$ cat config.mk
export PLATFORM = sky130hd
export DESIGN_NAME = mips_ctrl_fsm
export DESIGN_NICKNAME = d
export VERILOG_FILES = /design/src/rtl/mips_ctrl_fsm.sv
export SDC_FILE = /design/constraint.sdc
export NUM_CORES = 1
export LEC_CHECK = 0
export ABC_CLOCK_PERIOD_IN_PS = 1360
export CAP_MARGIN = 20
export CORE_AREA = 2 2 46 48
export CTS_BUF_LIST = sky130_fd_sc_hd__clkbuf_8
export CTS_CLUSTER_SIZE = 10
export DETAILED_ROUTE_END_ITERATION = 10
export DIE_AREA = 0 0 48 50
export MAX_ROUTING_LAYER = met4
export PLACE_DENSITY = 0.81
export SYNTH_ARGS = -nofsm -noshare
export SYNTH_HDL_FRONTEND = slang
export SYNTH_SLANG_ARGS = --single-unit
$ cat constraint.sdc
create_clock -name clk -period 1.36 [get_ports clk]
set_input_delay 0.272 -clock clk [delete_from_list [all_inputs] [get_ports clk]]
set_output_delay 0.272 -clock clk [all_outputs]
set_load 0.01 [all_outputs]
$ cat src/rtl/mips_ctrl_fsm.sv
// rtl/mips_ctrl_fsm.sv - multicycle MIPS control FSM with byte-serial instruction fetch
// Optional ADDI support is compiled in when MIPS_CTRL_ADDI_EN is defined.
module mips_ctrl_fsm #(
    parameter int FETCH_BYTES = 4
) (
    input  logic                   clk,
    input  logic                   reset,
    input  logic [5:0]             op,
    input  logic                   mem_ready,
    output logic                   memwrite,
    output logic                   alusrca,
    output logic                   memtoreg,
    output logic                   iord,
    output logic                   pcwrite,
    output logic                   brnch,
    output logic                   brnch_ne,
    output logic                   regwrite,
    output logic                   regdst,
    output logic [1:0]             pcsrc,
    output logic [1:0]             alusrcb,
    output logic [1:0]             aluop,
    output logic [FETCH_BYTES-1:0] irwrite,
    output logic                   illegal_op,
    output logic [3:0]             state_o
);

    localparam int            KW     = (FETCH_BYTES > 1) ? $clog2(FETCH_BYTES) : 1;
    localparam logic [KW-1:0] K_LAST = KW'(FETCH_BYTES - 1);

    localparam logic [5:0] OP_LB    = 6'b100000;
    localparam logic [5:0] OP_SB    = 6'b101000;
    localparam logic [5:0] OP_RTYPE = 6'b000000;
    localparam logic [5:0] OP_BEQ   = 6'b000100;
    localparam logic [5:0] OP_BNE   = 6'b000101;
    localparam logic [5:0] OP_J     = 6'b000010;
`ifdef MIPS_CTRL_ADDI_EN
    localparam logic [5:0] OP_ADDI  = 6'b001000;
`endif

    typedef enum logic [3:0] {
        FETCH   = 4'd0,
        DECODE  = 4'd1,
        MEMADR  = 4'd2,
        LBRD    = 4'd3,
        LBWR    = 4'd4,
        SBWR    = 4'd5,
        RTYPEEX = 4'd6,
        RTYPEWR = 4'd7,
        BEQEX   = 4'd8,
        BNEEX   = 4'd9,
        JEX     = 4'd10,
`ifdef MIPS_CTRL_ADDI_EN
        ADDIEX  = 4'd11,
        ADDIWR  = 4'd12,
`endif
        TRAP    = 4'd13
    } state_t;

    state_t          state_q, state_d;
    logic [KW-1:0]   k_q, k_d;
    // op is only looked at in DECODE, so remember load-vs-store for MEMADR
    logic            is_sb_q, is_sb_d;

    always_ff @(posedge clk) begin
        if (reset) begin
            state_q <= FETCH;
            k_q     <= '0;
            is_sb_q <= 1'b0;
        end else begin
            state_q <= state_d;
            k_q     <= k_d;
            is_sb_q <= is_sb_d;
        end
    end

    always_comb begin
        state_d    = FETCH;
        k_d        = k_q;
        is_sb_d    = is_sb_q;
        memwrite   = 1'b0;
        alusrca    = 1'b0;
        memtoreg   = 1'b0;
        iord       = 1'b0;
        pcwrite    = 1'b0;
        brnch      = 1'b0;
        brnch_ne   = 1'b0;
        regwrite   = 1'b0;
        regdst     = 1'b0;
        pcsrc      = 2'b00;
        alusrcb    = 2'b00;
        aluop      = 2'b00;
        irwrite    = '0;
        illegal_op = 1'b0;
        state_o    = 4'd0;

        if (!reset) begin
            state_o = state_q;
            case (state_q)
                FETCH: begin
                    alusrcb = 2'b01;
                    pcwrite = mem_ready;
                    for (int i = 0; i < FETCH_BYTES; i++) begin
                        irwrite[i] = mem_ready && (k_q == KW'(i));
                    end
                    state_d = FETCH;
                    if (mem_ready) begin
                        if (k_q == K_LAST) begin
                            k_d     = '0;
                            state_d = DECODE;
                        end else begin
                            k_d = k_q + 1'b1;
                        end
                    end
                end
                DECODE: begin
                    alusrcb = 2'b11;
                    is_sb_d = (op == OP_SB);
                    case (op)
                        OP_LB, OP_SB: state_d = MEMADR;
                        OP_RTYPE:     state_d = RTYPEEX;
                        OP_BEQ:       state_d = BEQEX;
                        OP_BNE:       state_d = BNEEX;
                        OP_J:         state_d = JEX;
`ifdef MIPS_CTRL_ADDI_EN
                        OP_ADDI:      state_d = ADDIEX;
`endif
                        default:      state_d = TRAP;
                    endcase
                end
                MEMADR: begin
                    alusrca = 1'b1;
                    alusrcb = 2'b10;
                    state_d = is_sb_q ? SBWR : LBRD;
                end
                LBRD: begin
                    iord    = 1'b1;
                    state_d = mem_ready ? LBWR : LBRD;
                end
                LBWR: begin
                    regwrite = 1'b1;
                    memtoreg = 1'b1;
                end
                SBWR: begin
                    iord     = 1'b1;
                    memwrite = 1'b1;
                    state_d  = mem_ready ? FETCH : SBWR;
                end
                RTYPEEX: begin
                    alusrca = 1'b1;
                    aluop   = 2'b10;
                    state_d = RTYPEWR;
                end
                RTYPEWR: begin
                    regdst   = 1'b1;
                    regwrite = 1'b1;
                end
                BEQEX: begin
                    alusrca = 1'b1;
                    aluop   = 2'b01;
                    brnch   = 1'b1;
                    pcsrc   = 2'b01;
                end
                BNEEX: begin
                    alusrca  = 1'b1;
                    aluop    = 2'b01;
                    brnch_ne = 1'b1;
                    pcsrc    = 2'b01;
                end
                JEX: begin
                    pcwrite = 1'b1;
                    pcsrc   = 2'b10;
                end
`ifdef MIPS_CTRL_ADDI_EN
                ADDIEX: begin
                    alusrca = 1'b1;
                    alusrcb = 2'b10;
                    state_d = ADDIWR;
                end
                ADDIWR: begin
                    regwrite = 1'b1;
                end
`endif
                TRAP: begin
                    illegal_op = 1'b1;
                end
                default: state_d = FETCH;
            endcase
        end
    end

endmodule

==> results.yml <==
timing:
  max_freq_mhz: 617
  setup_viol: 26
  fin_tns_setup_ns: -3.82
  setup_slack_ns: -0.261
  worst_pin_slew_ns: 0.354
  finalCritPeriodShare: 1.19
  timing.slew.headroom: 0.762
  slew_viol_final: 0
  rsz0062_at_grt: "true"
  min_period_ns: 1.62
  hold_violations: 0
  clock-skew-final_ns: 0.000408
cells_and_area:
  n_antenna_cell: 0
  final_cells: 202
  layout-drive-gt1-share: 0.714
  syn_to_final_growth_pct: 143
  fillers: 66
  multiInputGateArea_um2: 792
  final_util: 0.913
  register_area_um2: 156
  final_nets: 189
global_route:
  grt_overflow: 0
  track_usage: 0.275
  antenna_found_initial: 0
  grt_pass1_vias: 1098
  grt_max_degree: 8
  grt_pass1_wl_mm: 4.75
worst_setup_path:
  crit_family: "simple AND/OR/NAND/NOR gates"
  endpoint_kind: "primary output"
  max_stage_delay_ns: 0.36
  crit_chain: "and2b_2 -> nand2b_4 -> nor2_4 -> or2_1 -> buf_2"
  critPathMaxFanout: 4
  crit_type: "reg -> out"
  crit_slowest_cell: "dfxtp_4"
  cp.arrival_ns: 1.35
  critPathLaunchType: "flop"
  crit_buf_inv: 1
  critical_path_required_ns: 1.09
placed_design:
  dpl.hpwl_mm: 1.82
  gp_congestion: 0.901
  dpl_worst_slack_ns: -0.843
  place_inst: 183
  portBuffers: 32
power_and_ir_drop:
  p_per_area_nw_per_um2: 417
  switching_power_mw: 0.206
  p_int_mw: 0.518
  p_leak_nw: 0.803
  combPwrFrac: 0.310
  switching_share: 0.285
  seqPwrFrac: 0.298
  irDropWorstVdd_mv: 0.718
  p_clk_frac: 0.393
yosys:
  yosysSeqAreaShare: 0.196
  synthCells: 100
  synth_top_cell_by_area: "dfxtp_1"
  syn_avg_cell_area_um2: 7.14
  yosysWarningCount: 0
  synthTopCellsByArea: "dfxtp_1 20%, nor2_1 8.4%, ha_1 7.0%"
  synth_seq_cells: 7
  syn_nets: 113
  netlist.area_leader.share: 0.196
  syn_area_um2: 714
  synth.distinct_cells: 36
die:
  rows: 16
  die_area_um2: 2400
  die_w_um: 48
  io_pins: 33
  die_h_um: 50
  initial_utilization: 0.376
  core_um2: 1900
detailed_routing:
  wirelength_mm: 4.33
  avgRoutedWirePerCell_um: 21.4
  drtAntennaViolNets: 0
  first_iter_violations: 38
  vias: 1155
  dr.pass1.iters: 4
  remaining_drc_errors: 0
  via_per_inst: 5.72
min_path:
  hold_class: "in -> reg"
clock_tree:
  cts_tree: "built"
  ctsRootBufferMaster: "clkbuf_8"
  cts.htree.levels: 1
  cts_max_path_buffers: 2
  clkTransAtPathRegs_ns: 0.04
  cts_buffers: 3
  clock-sinks: 7
  insertion_delay_ns: 0.22
  hold_buffers: 0
job:
  cap_violations: 0
outcome:
  violations: "setup timing"
  outcome: "finished, violations left"
## cell families after synthesis
kind of cell / count (synthesis) / synth area share
compound gates: 15 / 0.135
xor+xnor: 2 / 0.0245
fa+ha+maj: 4 / 0.0701
buf+inv: 10 / 0.0718
flops: 7 / 0.196
mux: 2 / 0.0280
simple gates: 60 / 0.475
## cells in the final DEF (no fill, tap or decap), drive strengths merged, types with 2 or more instances in the layout
master and n:
nand4 2, ha 4, buf 70, nor3 5, inv 5, nor3b 3, nand2 8, nor2b 5
dfxtp 7, nor2 17, a211oi 2, dlymetal6s2s 3, clkdlybuf4s50 4, clkbuf 3, and2 4, nand2b 4
mux2i 2, a21oi 5, o21ai 4, and3 4, or3 2
## path summary, 6_finish.rpt
kind                         start                     to  slack, ns  cells after the start
max          state_q[3]$_SDFF_PP0_                pcwrite      -0.26                      5
min                          reset   is_sb_q$_SDFFE_PP0P_       0.50                      3
max reg2reg  state_q[2]$_SDFF_PP0_  state_q[2]$_SDFF_PP0_      -0.11                      6
min reg2reg   is_sb_q$_SDFFE_PP0P_   is_sb_q$_SDFFE_PP0P_       0.52                      2
## routing by layer
layer | track usage | vias to the layer above | share of wire
met1 | 0.300 | 551 | 0.39
met5 | - | - | 0
met2 | 0.469 | 89 | 0.50
li1 | - | 495 | -
met4 | 0.126 | 0 | 0.040
met3 | 0.0366 | 20 | 0.069
## power by group through the flow
stage / registers [mW] / clock network (mW) / logic, mW
4_1_cts: 0.213 / 0.293 / 0.175
3_3_place_gp: 0.222 / 0 / 0.150
5_1_grt: 0.216 / 0.311 / 0.235
6_report: 0.216 / 0.284 / 0.224
2_1_floorplan: 0.221 / 0 / 0.0599
3_5_place_dp: 0.222 / 0 / 0.156
## synthesized netlist by cell type (all sizes together)
cell type	count
nor2	17
nand2	8
dfxtp	7
buf	6
a21oi	5
nor2b	5
nor3	5
and2	4
and3	4
ha	4
inv	4
nand2b	4
o21ai	4
nor3b	3
a211oi	2
mux2i	2
nand4	2
or3	2
a211o	1
a221o	1
and2b	1
nand3	1
nor4	1
nor4bb	1
o211a	1
o31ai	1
or2	1
or3b	1
xnor2	1
xor2	1
## worst reg2reg max path, cell delays in order, from the launching register on
cell and delay [ns]:
dfxtp_4 0.36, buf_6 0.14, buf_8 0.13, nor2_4 0.17
nand2_2 0.11, a221o_1 0.30, a21oi_1 0.17
## sequential cells by signal, indices dropped and copies added, names as in the netlist
register	cells
is_sb_q	1
k_q	2
state_q	4
## cell type report
class,instances,area share
multi-input combinational,83,0.456
timing repair buffer,77,0.400
sequential,7,0.0901
clock buffer,3,0.0238
tap,27,0.0195
inverter,4,0.00865
clock inverter,1,0.00216
## metrics by stage
stage / hold WS, ns / power (mW) / area (um^2)
5_1_grt: 0.515 / 0.761 / 1740
3_5_place_dp: 0.464 / 0.378 / 1270
4_1_cts: 0.458 / 0.681 / 1430
2_1_floorplan: 0.428 / 0.281 / 726
3_3_place_gp: 0.458 / 0.371 / 1270
6_report: 0.500 / 0.724 / 1740
## what timing repair did
action	in CTS	in global routing
cloned	1	0
setup buffers	7	9
hold endpoints to repair	0	0
endpoints found under the setup margin	28	28
pin swaps	21	16
resized for setup	147	57
No activity file was read; power rests on OpenSTA's default activity.
